<file path="config.mk">
export PLATFORM = sky130hd
export DESIGN_NAME = sprite_pixel_arbiter_flat
export DESIGN_NICKNAME = d
export VERILOG_FILES = /design/src/rtl/sprite_pixel_arbiter_if.sv /design/src/rtl/sprite_pixel_arbiter.sv /design/src/flat_wrapper.sv
export SDC_FILE = /design/constraint.sdc
export NUM_CORES = 1
export LEC_CHECK = 0
export ABC_AREA = 1
export CORE_UTILIZATION = 57
export DETAILED_ROUTE_END_ITERATION = 7
export GPL_ROUTABILITY_DRIVEN = 0
export GPL_TIMING_DRIVEN = 0
export PLACE_DENSITY = 0.94
export SLEW_MARGIN = 25
export SYNTH_ARGS = -nofsm -noshare
export SYNTH_HDL_FRONTEND = slang
export SYNTH_SLANG_ARGS = --single-unit
</file>
<file path="constraint.sdc">
create_clock -name clk -period 2.9 [get_ports clk]
set_input_delay 0.725 -clock clk [delete_from_list [all_inputs] [get_ports clk]]
set_output_delay 0.725 -clock clk [all_outputs]
set_load 0.005 [all_outputs]
</file>
<file path="src/rtl/sprite_pixel_arbiter_if.sv">
// Pixel-side bundle for sprite_pixel_arbiter: layer indices, hit pulses and
// the arbitrated colour index with its flash status.
interface sprite_pixel_arbiter_if;
    logic       pix_valid;
    logic       blank;
    logic       frame_start;
    logic [3:0] bg_idx;
    logic [3:0] a_idx;
    logic [3:0] b_idx;
    logic       a_hit;
    logic       b_hit;
    logic [3:0] color_index;
    logic       is_b;
    logic       out_valid;
    logic [1:0] layer_sel;
    logic       a_flash;
    logic       b_flash;

    modport master (
        output pix_valid, blank, frame_start, bg_idx, a_idx, b_idx, a_hit, b_hit,
        input  color_index, is_b, out_valid, layer_sel, a_flash, b_flash
    );

    modport slave (
        input  pix_valid, blank, frame_start, bg_idx, a_idx, b_idx, a_hit, b_hit,
        output color_index, is_b, out_valid, layer_sel, a_flash, b_flash
    );
endinterface

</file>
<file path="src/rtl/sprite_pixel_arbiter.sv">
// Per-pixel layer arbiter (bg / player A / player B) with per-player hit-flash
// FSMs that blink a hit sprite white; two-stage registered pipeline.
module sprite_pixel_arbiter #(
    parameter int unsigned FLASH_FRAMES = 30,
    parameter int unsigned BLINK_PERIOD = 4,
    parameter int unsigned WHITE_IDX    = 8,
    parameter int unsigned BG_FILL_IDX  = 0,
    parameter int unsigned B_ON_TOP     = 1
) (
    input logic                   clk,
    input logic                   rst_n,
    sprite_pixel_arbiter_if.slave bus
);
    localparam int REM_W = $clog2(FLASH_FRAMES + 1);
    localparam int BLK_W = $clog2(BLINK_PERIOD + 1);

    typedef enum logic {IDLE = 1'b0, FLASH = 1'b1} flash_state_t;

    typedef struct packed {
        logic [3:0] idx;
        logic       is_b;
        logic [1:0] sel;
    } arb_t;

    flash_state_t     flash_state [2];
    logic [REM_W-1:0] rem         [2];
    logic [BLK_W-1:0] blink       [2];
    logic [1:0]       white;
    logic [1:0]       flash;
    logic [1:0]       hit;

    logic [3:0] bg_p1, a_p1, b_p1;
    logic       blank_p1, vld_p1;
    logic [1:0] white_p1;

    logic [3:0] color_index_p2;
    logic       is_b_p2, vld_p2;
    logic [1:0] layer_sel_p2;
    arb_t       arb;

    assign hit = {bus.b_hit, bus.a_hit};

    // A hit always reloads, even when it coincides with frame_start.
    always_ff @(posedge clk or negedge rst_n) begin
        if (!rst_n) begin
            for (int p = 0; p < 2; p++) begin
                flash_state[p] <= IDLE;
                rem[p]         <= '0;
                blink[p]       <= '0;
                white[p]       <= 1'b0;
                flash[p]       <= 1'b0;
            end
        end else begin
            for (int p = 0; p < 2; p++) begin
                if (hit[p]) begin
                    flash_state[p] <= FLASH;
                    rem[p]         <= REM_W'(FLASH_FRAMES);
                    blink[p]       <= '0;
                    white[p]       <= 1'b1;
                    flash[p]       <= 1'b1;
                end else if (flash_state[p] == FLASH && bus.frame_start) begin
                    if (rem[p] == REM_W'(1)) begin
                        flash_state[p] <= IDLE;
                        rem[p]         <= '0;
                        blink[p]       <= '0;
                        white[p]       <= 1'b0;
                        flash[p]       <= 1'b0;
                    end else begin
                        rem[p] <= rem[p] - REM_W'(1);
                        if (blink[p] == BLK_W'(BLINK_PERIOD - 1)) begin
                            blink[p] <= '0;
                            white[p] <= ~white[p];
                        end else begin
                            blink[p] <= blink[p] + BLK_W'(1);
                        end
                    end
                end
            end
        end
    end

    function automatic arb_t arbitrate(
        input logic       blank_in,
        input logic [3:0] bg,
        input logic [3:0] a,
        input logic [3:0] b,
        input logic       white_a,
        input logic       white_b
    );
        arb_t r;
        logic take_b, take_a;
        r      = '0;
        take_b = (b != 4'd0) && ((B_ON_TOP != 0) || (a == 4'd0));
        take_a = (a != 4'd0) && !take_b;
        if (!blank_in) begin
            if (take_b) begin
                r.sel  = 2'd3;
                r.idx  = white_b ? 4'(WHITE_IDX) : b;
                r.is_b = !white_b;
            end else if (take_a) begin
                r.sel = 2'd2;
                r.idx = white_a ? 4'(WHITE_IDX) : a;
            end else if (bg != 4'd0) begin
                r.sel = 2'd1;
                r.idx = bg;
            end else begin
                r.sel = 2'd0;
                r.idx = 4'(BG_FILL_IDX);
            end
        end
        return r;
    endfunction

    // Stage 1: capture the pixel together with the white flags current for it.
    always_ff @(posedge clk or negedge rst_n) begin
        if (!rst_n) begin
            bg_p1    <= '0;
            a_p1     <= '0;
            b_p1     <= '0;
            blank_p1 <= 1'b0;
            vld_p1   <= 1'b0;
            white_p1 <= '0;
        end else begin
            bg_p1    <= bus.bg_idx;
            a_p1     <= bus.a_idx;
            b_p1     <= bus.b_idx;
            blank_p1 <= bus.blank;
            vld_p1   <= bus.pix_valid;
            white_p1 <= white;
        end
    end

    assign arb = arbitrate(blank_p1, bg_p1, a_p1, b_p1, white_p1[0], white_p1[1]);

    // Stage 2: register the arbitration result.
    always_ff @(posedge clk or negedge rst_n) begin
        if (!rst_n) begin
            color_index_p2 <= '0;
            is_b_p2        <= 1'b0;
            layer_sel_p2   <= '0;
            vld_p2         <= 1'b0;
        end else begin
            color_index_p2 <= arb.idx;
            is_b_p2        <= arb.is_b;
            layer_sel_p2   <= arb.sel;
            vld_p2         <= vld_p1;
        end
    end

    assign bus.color_index = color_index_p2;
    assign bus.is_b        = is_b_p2;
    assign bus.layer_sel   = layer_sel_p2;
    assign bus.out_valid   = vld_p2;
    assign bus.a_flash     = flash[0];
    assign bus.b_flash     = flash[1];
endmodule

</file>
<file path="src/flat_wrapper.sv">
// flat-port wrapper written by rule: the top's interface ports become plain ports
module sprite_pixel_arbiter_flat 
#(
    parameter int unsigned FLASH_FRAMES = 30,
    parameter int unsigned BLINK_PERIOD = 4,
    parameter int unsigned WHITE_IDX    = 8,
    parameter int unsigned BG_FILL_IDX  = 0,
    parameter int unsigned B_ON_TOP     = 1
)
  (clk, rst_n, bus_pix_valid, bus_blank, bus_frame_start, bus_bg_idx, bus_a_idx, bus_b_idx, bus_a_hit, bus_b_hit, bus_color_index, bus_is_b, bus_out_valid, bus_layer_sel, bus_a_flash, bus_b_flash);
  sprite_pixel_arbiter_if bus_i ();
  input logic clk;
  input logic rst_n;
  input wire logic [$bits(bus_i.pix_valid)-1:0] bus_pix_valid;
  input wire logic [$bits(bus_i.blank)-1:0] bus_blank;
  input wire logic [$bits(bus_i.frame_start)-1:0] bus_frame_start;
  input wire logic [$bits(bus_i.bg_idx)-1:0] bus_bg_idx;
  input wire logic [$bits(bus_i.a_idx)-1:0] bus_a_idx;
  input wire logic [$bits(bus_i.b_idx)-1:0] bus_b_idx;
  input wire logic [$bits(bus_i.a_hit)-1:0] bus_a_hit;
  input wire logic [$bits(bus_i.b_hit)-1:0] bus_b_hit;
  output wire logic [$bits(bus_i.color_index)-1:0] bus_color_index;
  output wire logic [$bits(bus_i.is_b)-1:0] bus_is_b;
  output wire logic [$bits(bus_i.out_valid)-1:0] bus_out_valid;
  output wire logic [$bits(bus_i.layer_sel)-1:0] bus_layer_sel;
  output wire logic [$bits(bus_i.a_flash)-1:0] bus_a_flash;
  output wire logic [$bits(bus_i.b_flash)-1:0] bus_b_flash;
  assign bus_i.pix_valid = bus_pix_valid;
  assign bus_i.blank = bus_blank;
  assign bus_i.frame_start = bus_frame_start;
  assign bus_i.bg_idx = bus_bg_idx;
  assign bus_i.a_idx = bus_a_idx;
  assign bus_i.b_idx = bus_b_idx;
  assign bus_i.a_hit = bus_a_hit;
  assign bus_i.b_hit = bus_b_hit;
  assign bus_color_index = bus_i.color_index;
  assign bus_is_b = bus_i.is_b;
  assign bus_out_valid = bus_i.out_valid;
  assign bus_layer_sel = bus_i.layer_sel;
  assign bus_a_flash = bus_i.a_flash;
  assign bus_b_flash = bus_i.b_flash;
  sprite_pixel_arbiter #(.FLASH_FRAMES(FLASH_FRAMES), .BLINK_PERIOD(BLINK_PERIOD), .WHITE_IDX(WHITE_IDX), .BG_FILL_IDX(BG_FILL_IDX), .B_ON_TOP(B_ON_TOP)) u_core (.clk(clk), .rst_n(rst_n), .bus(bus_i));
endmodule
</file>
Word-level counts from Yosys, hierarchy flattened. Cells that the tools add are included. Widths: inputs -> output; s select.

Memories kept: 0. Bits in read-only memories: 0. Register bits after elaboration: 44. Logic and storage cells: 84. Memory bits (writable): 0. Bits in latches: 0.

Order comparisons: 0. Div/mod/pow operators: 0. Reductions and logical operators: 18. Bitwise logic cells: 2. Multipliers: 0. Multiplexer cells: 38. Add/subtract/negate cells: 4. Shift operators: 0. Equal/unequal tests: 4.

Operators by type and width (number): $mux 5 (6); $mux 3 (8); $mux 4 (5); $mux 1 (16); $reduce_bool 4->1 (3); $eq 5x1->1 const B (2); $sub 5x1->5 const B (2); $reduce_and 2->1 (4); $reduce_bool 2->1 (4); $mux 7 (1); $add 3x1->3 const B (2); $eq 3x2->1 const B (2); $reduce_bool 3->1 (2); $mux 2 (2); $logic_and 1x1->1 (3); $logic_not 1->1 (2); $not 1->1 (2).

Depth between registers and ports, before layout. Gate-level depths: netlist (run 1).

Word-level depth: 6. Mapped depth: 9. Depth with buffers taken out: 9.

Worst setup path before layout (run 1). No wires, ideal clock.

Path kind: input-to-reg. Start: input bus_frame_start. End: register u_core.rem[9] (netlist name). Library setup time: 113 ps. Stages: 5. Data required time: 2787 ps. Setup slack: 1690 ps. Buffers on the path: 0. Data arrival time: 1098 ps. Cells stage by stage: nand2_2 > nor2_1 > nand3_1 > nand2_1 > inv_1.

Cells in the longest elaborated chain, start to end: 2.

RTL lines: from (decl) (line flat_wrapper.sv:16) `input wire logic [$bits(bus_i.frame_start)-1:0] bus_frame_start;`; $logic_and 1x1->1 (line sprite_pixel_arbiter.sv:61) `end else if (flash_state[p] == FLASH && bus.frame_start) begin`; $reduce_bool 2->1 (no source line); to (signal, indexed assignment) (line sprite_pixel_arbiter.sv:57) `rem[p] <= REM_W'(FLASH_FRAMES);`; to (signal, indexed assignment) (line sprite_pixel_arbiter.sv:69) `rem[p] <= rem[p] - REM_W'(1);`; to (decl) (line sprite_pixel_arbiter.sv:26) `logic [REM_W-1:0] rem [2];`.

Every way passes these cells. A chain may end at the register's enable or synchronous reset.

Final worst setup path (run 1).
Start: register u_core.flash[1]. End: output bus_b_flash.

RTL lines: from (decl) (line sprite_pixel_arbiter.sv:29) `logic [1:0] flash;`; from (signal, indexed assignment) (line sprite_pixel_arbiter.sv:51) `flash[p] <= 1'b0;`; from (signal, indexed assignment) (line sprite_pixel_arbiter.sv:60) `flash[p] <= 1'b1;`; from (signal, indexed assignment) (line sprite_pixel_arbiter.sv:67) `flash[p] <= 1'b0;`; to (decl) (line flat_wrapper.sv:27) `output wire logic [$bits(bus_i.b_flash)-1:0] bus_b_flash;`.

No word-level cell between the ends.

==> metrics.csv, run 1 <==
metric,value,unit
Initial Util,61.4,%
Mapped Area,1920,um2
Peak VDD IR,0.535,mV
relative slew slack,69.1,%
Worst-Skew Late Latency,370,ps
Rows,20,
Max clock buf depth,2,
worst-path maximum fanout,3,
Ports,29,
Routed wire per std cell,11.5,um
RSZ-0062 raised after global routing,false,
most frequent cells in the layout,"nand2_1 (58), dfrtp_1 (44), inv_1 (29)",
Final nets,279,
ANT nets after route,0,
leak pwr,1.19,nW
CP Buf/Inv Count,1,
final setup fails,0,
# Post-CTS Setup Buffers,0,
Crit. Startpoint,u_core.flash[1],
Hold Fails Final Rpt,0,
vias post-DR,1490,
port buffer count,28,
critical path data required time,2170,ps
Synthesized Nets,243,
"commonest non-fill, non-tap cell in the layout",nand2_1,
r2r setup slk,1580,ps
Reg2Reg Depth,9,
"Remaining Overflow, GRT",0,
Crit. End Element,output port,
Vias/cell,4.98,
CTS tree,done,
startpoint types,flip-flop,
synth unique cells,18,
# DRC,0,
skew final,9.74,ps
GRT Total Usage,23.3,%
mean cell area of the mapped netlist,8.82,um2
"Reg clk slew, reported paths",130,ps
htree depth,2,
Synth warnings,0,
clock buffer count from CTS,5,
crit path cell chain,clkdlybuf4s50_1,
"Hold-fix buffers, CTS",0,
DIE HEIGHT,60.1,um
layout cells sized above 1,10.2,%
die width,60.1,um
DP HPWL,2.58,mm
R2R Path Start,u_core.rem[6],
largest net degree at the start of global routing,26,
# fillers,217,
total number of cells along the worst setup path,1,
Max Clock Freq,499,MHz
CP endpoint,bus_b_flash,
Tmin final,2000,ps
TNS Setup,0,ps
Post-Place Cells,291,
vias in the first global route,1474,
"CP delay by family, top",buffers and inverters,
WL final,3.43,mm
crit share post-route,69.1,%
Root Driver,clkbuf_4,
core area,3130,um2
first-pass GRT wire length,5.94,mm
PwrDens,543,nW/um2
Final Max Slew Viols,0,
"Seq/Total Area, Yosys",57.3,%
status,finished clean,
CP peak stage delay,510,ps
Die ar.,3610,um2
TritonRoute pass-1 iters,4,
# diodes,0,
Non-Filler Instances,299,
Yosys reg bits,44,
max-cap violations,0,
Worst EP arrival,1280,ps
Resized cells post-CTS,0,
critical path class,reg -> out,
DR iter-0 viols,54,
CTS sink cnt,44,
CP max-delay cell,clkdlybuf4s50_1,
initial antenna violation count,0,
area delta synth->final,23.3,%
synthesized instance count,218,
r2r endpoint,u_core.white[0],
Worst Hold Class,in -> async,
Worst Max-Slew Pin Slew,464,ps
where the power goes:
part	internal, W	switching (W)	total (W)
Combinational	0.0000874	0.0000991	0.000186
Clock	0.000206	0.000198	0.000404
Sequential	0.000663	0.0000332	0.000696
synthesized netlist by cell type:
library cell  number  area share (%)
nor2_2             2            0.65
o21ai_1            6             1.6
nand2_4            2             1.2
dfrtp_1           44              57
ha_1               6             3.9
xnor2_1            2            0.91
nand2_2            6             2.0
a22oi_1            1            0.39
inv_1             29             5.7
nor2_1            19             3.7
nand4_1            4             1.3
nand3_1           12             3.1
nor2_4             1            0.59
nand2_1           58              11
nor3_1             2            0.52
o21ai_0            9             2.3
a21oi_1           10             2.6
inv_2              5            0.98
routing by layer:
layer	track usage, %	vias up	routed length (um)
met1	25.9	690	1450
met4	13.0	0	85
met2	38.6	39	1730
met3	8.44	9	155
met5	0	-	0
li1	-	752	-
cells by family after synthesis:
| family | Yosys count | share of synthesized area (%) |
|---|---|---|
| and+or+nand+nor | 106 | 24.3 |
| DFF | 44 | 57.3 |
| buffers and inverters | 34 | 6.64 |
| AOI/OAI and AO/OA | 26 | 6.90 |
| adders and majority gates | 6 | 3.91 |
| xor gates and xnor gates | 2 | 0.912 |
final cells by class:
class / count / area, um2 / area share [%]
multi-input combinational: 140 / 693 / 29.3
timing repair buffer: 29 / 303 / 12.8
clock buffer: 6 / 51.3 / 2.16
tap: 44 / 55.1 / 2.32
inverter: 34 / 128 / 5.39
clock inverter: 2 / 38.8 / 1.64
sequential: 44 / 1100 / 46.5
through the flow:
| step | cell area (um2) | power (W) | worst slack, ps | utilization (%) | hold slack [ps] |
|---|---|---|---|---|---|
| after floorplan | 1920 | 0.000802 | 1690 | - | 331 |
| after global placement | 2260 | 0.000879 | 82.4 | 72.2 | 339 |
| after detailed placement | 2280 | 0.000894 | 1010 | 72.9 | 342 |
| after CTS | 2370 | 0.00130 | 877 | 75.8 | 293 |
| after global routing | 2370 | 0.00136 | 826 | 75.8 | 285 |
| final | 2370 | 0.00129 | 895 | 75.8 | 284 |
worst min-delay path by stage:
stage,cells past startpoint,from,endpoint
3_3_place_gp,0,u_core.vld_p1,u_core.bus.out_valid
5_1_grt,1,rst_n,u_core.a_p1[1]
6_report,1,rst_n,u_core.a_p1[1]
4_1_cts,1,rst_n,u_core.a_p1[1]
2_1_floorplan,0,u_core.vld_p1,u_core.bus.out_valid
3_5_place_dp,0,u_core.vld_p1,u_core.bus.out_valid
flip-flops by register name (all words and copies together) (netlist names):
name,flops
u_core.flash,1
u_core.blink,6
u_core.bus.out_valid,1
u_core.bus.is_b,1
u_core.rem,10
u_core.flash_state,1
u_core.bg_p1,4
u_core.white,2
u_core.bus.color_index,4
u_core.white_p1,2
u_core.b_p1,4
u_core.vld_p1,1
u_core.bus.layer_sel,2
u_core.a_p1,4
u_core.blank_p1,1
Note: power is estimated with default switching activity, not from simulation.
==> inputs of run 2 (changes only) <==
--- a/config.mk
+++ b/config.mk
@@ -6,11 +6,11 @@
 export NUM_CORES = 1
 export LEC_CHECK = 0
 export ABC_AREA = 1
-export CORE_UTILIZATION = 57
+export CORE_UTILIZATION = 53
 export DETAILED_ROUTE_END_ITERATION = 7
 export GPL_ROUTABILITY_DRIVEN = 0
 export GPL_TIMING_DRIVEN = 0
-export PLACE_DENSITY = 0.94
+export PLACE_DENSITY = 0.88
 export SLEW_MARGIN = 25
 export SYNTH_ARGS = -nofsm -noshare
 export SYNTH_HDL_FRONTEND = slang
==> constraint.sdc (replaced) <==
create_clock -name clk -period 1.9 [get_ports clk]
set_input_delay 0.475 -clock clk [delete_from_list [all_inputs] [get_ports clk]]
set_output_delay 0.475 -clock clk [all_outputs]
set_load 0.005 [all_outputs]
==> run 2 against run 1 <==
- via count is 0.27% lower
- non-clock buffer count stayed put
- hold slack worse by 220 ps
- critical endpoint unchanged
- critical path depth stayed put
- routed wire length is 0.55% lower
- largest cell class unchanged
- flip-flop and latch count stayed put
==> metrics.csv, run 2 (synthesis results as in run 1) <==
metric,value,unit,change
Vias/cell,4.95,,-0.60%
P_sw,0.000479,W,+45%
final setup fails,0,,unchanged
worst-path maximum fanout,3,,unchanged
Crit. End Element,output port,,
crit share post-route,92.0,%,
Tmin final,1750,ps,
initial antenna violation count,0,,unchanged
"Remaining Overflow, GRT",0,,unchanged
Routed wire per std cell,11.4,um,-0.89%
status,finished clean,,
max-cap violations,0,,unchanged
first-pass GRT wire length,6.10,mm,+2.7%
critical path data required time,1420,ps,-750 ps
crit path cell chain,clkdlybuf4s50_1,,
CP peak stage delay,520,ps,about the same
die width,62.2,um,+3.6%
RSZ-0062 raised after global routing,false,,
Final Max Slew Viols,0,,unchanged
TritonRoute pass-1 iters,4,,unchanged
worst hold margin,62.4,ps,-221 ps
ANT nets after route,0,,unchanged
startpoint types,flip-flop,,
max FFs per register,10,,unchanged
Design Power,0.00183,W,+43%
sequential power share,57.9,%,+3.8 points
most frequent cells in the layout,"nand2_1 (58), dfrtp_1 (44), inv_1 (29)",,
"Reg clk slew, reported paths",120,ps,about the same
GRT Total Usage,20.4,%,-2.9 points
clock power share,26.8,%,-4.6 points
Final nets,279,,unchanged
CTS sink cnt,44,,unchanged
Worst Hold Class,in -> async,,
Max clock buf depth,2,,unchanged
Max Clock Freq,572,MHz,
sw frac,26.1,%,+0.46 points
Root Driver,clkbuf_4,,
area delta synth->final,22.1,%,
layout cells sized above 1,9.84,%,-0.35 points
port buffer count,28,,unchanged
Ports,29,,unchanged
R2R Path Start,u_core.rem[1],,
Initial Util,56.3,%,-5.2 points
top flop regs,"u_core.rem (10), u_core.blink (6)",,
Post-Place Cells,293,,+0.69%
PwrDens,781,nW/um2,+44%
Non-Filler Instances,300,,+0.33%
vias post-DR,1486,,-0.27%
# diodes,0,,unchanged
"CP delay by family, top",buffers and inverters,,
Die ar.,3870,um2,+7.3%
CTS tree,done,,
r2r endpoint,u_core.white[1],,
# Post-CTS Setup Buffers,0,,unchanged
Worst Max-Slew Pin Slew,481,ps,+17.0 ps
internal power,0.00135,W,+42%
TNS Setup,0,ps,unchanged
Worst-Skew Late Latency,350,ps,-20 ps
largest reg by FF count,u_core.rem,,
DIE HEIGHT,62.2,um,+3.6%
largest net degree at the start of global routing,25,,-3.8%
WL final,3.41,mm,-0.55%
"Hold-fix buffers, CTS",0,,unchanged
DP HPWL,2.48,mm,-3.9%
critical path class,reg -> out,,
clock buffer count from CTS,5,,unchanged
core area,3420,um2,+9.2%
Peak VDD IR,0.552,mV,+3.2%
Worst EP arrival,1270,ps,about the same
combinational power share,15.4,%,+0.9 points
"commonest non-fill, non-tap cell in the layout",nand2_1,,
Resized cells post-CTS,0,,unchanged
CP max-delay cell,clkdlybuf4s50_1,,
DR iter-0 viols,37,,-31%
CP Buf/Inv Count,1,,unchanged
Hold Fails Final Rpt,0,,unchanged
relative slew slack,68.0,%,-1.1 points
# DRC,0,,unchanged
htree depth,2,,unchanged
Reg2Reg Depth,9,,unchanged
skew final,1.69,ps,-8.05 ps
Rows,21,,+5.0%
r2r setup slk,580,ps,-1000 ps
leak pwr,1.18,nW,-0.93%
vias in the first global route,1474,,unchanged
run 2: area by class of cell:
class,instances,area (um2)
repair buffers,29,303
well taps,46,57.6
fillers,259,1070
multi-input cells,140,693
inverters,34,128
flip-flops and latches,44,1100
clock buffers,7,65.1
run 2: how the worst max path moves through the flow:
stage | startpoint | endpoint | slack, ps | depth (start not counted)
floorplan | u_core.rem[6] | u_core.flash_state[1] | 750 | 9
global placement | rst_n | u_core.rem[1] | -730 | 1
detailed placement | bus_b_hit | u_core.blink[2] | 240 | 6
CTS | u_core.flash_state[1] | bus_a_flash | 140 | 1
global route | u_core.flash[1] | bus_b_flash | 110 | 1
finish | u_core.flash[1] | bus_b_flash | 150 | 1
run 2: power by group through the flow:
stage	clock, W	sequential (W)	combinational [W]
6_report	0.000491	0.00106	0.000281
2_1_floorplan	0	0.00107	0.000153
4_1_cts	0.000502	0.00106	0.000285
3_3_place_gp	0	0.00108	0.000267
3_5_place_dp	0	0.00108	0.000283
5_1_grt	0.000536	0.00107	0.000326
run 2: through the flow:
| stage | worst slack (ps) | cell area, um2 | util [%] |
|---|---|---|---|
| CTS | 141 | 2350 | 68.7 |
| floorplan | 755 | 1920 | - |
| global placement | -730 | 2260 | 66.2 |
| finish | 153 | 2350 | 68.7 |
| detailed placement | 243 | 2280 | 66.8 |
| global route | 111 | 2350 | 68.7 |
run 2: routing by layer:
metal  part of all wire (%)  up-vias  GRT usage (%)
li1                       -      750              -
met1                     44      690           23.2
met2                     49       37           34.9
met3                    4.2        9           4.60
met4                    2.8        0           12.2
met5                      0        -              0
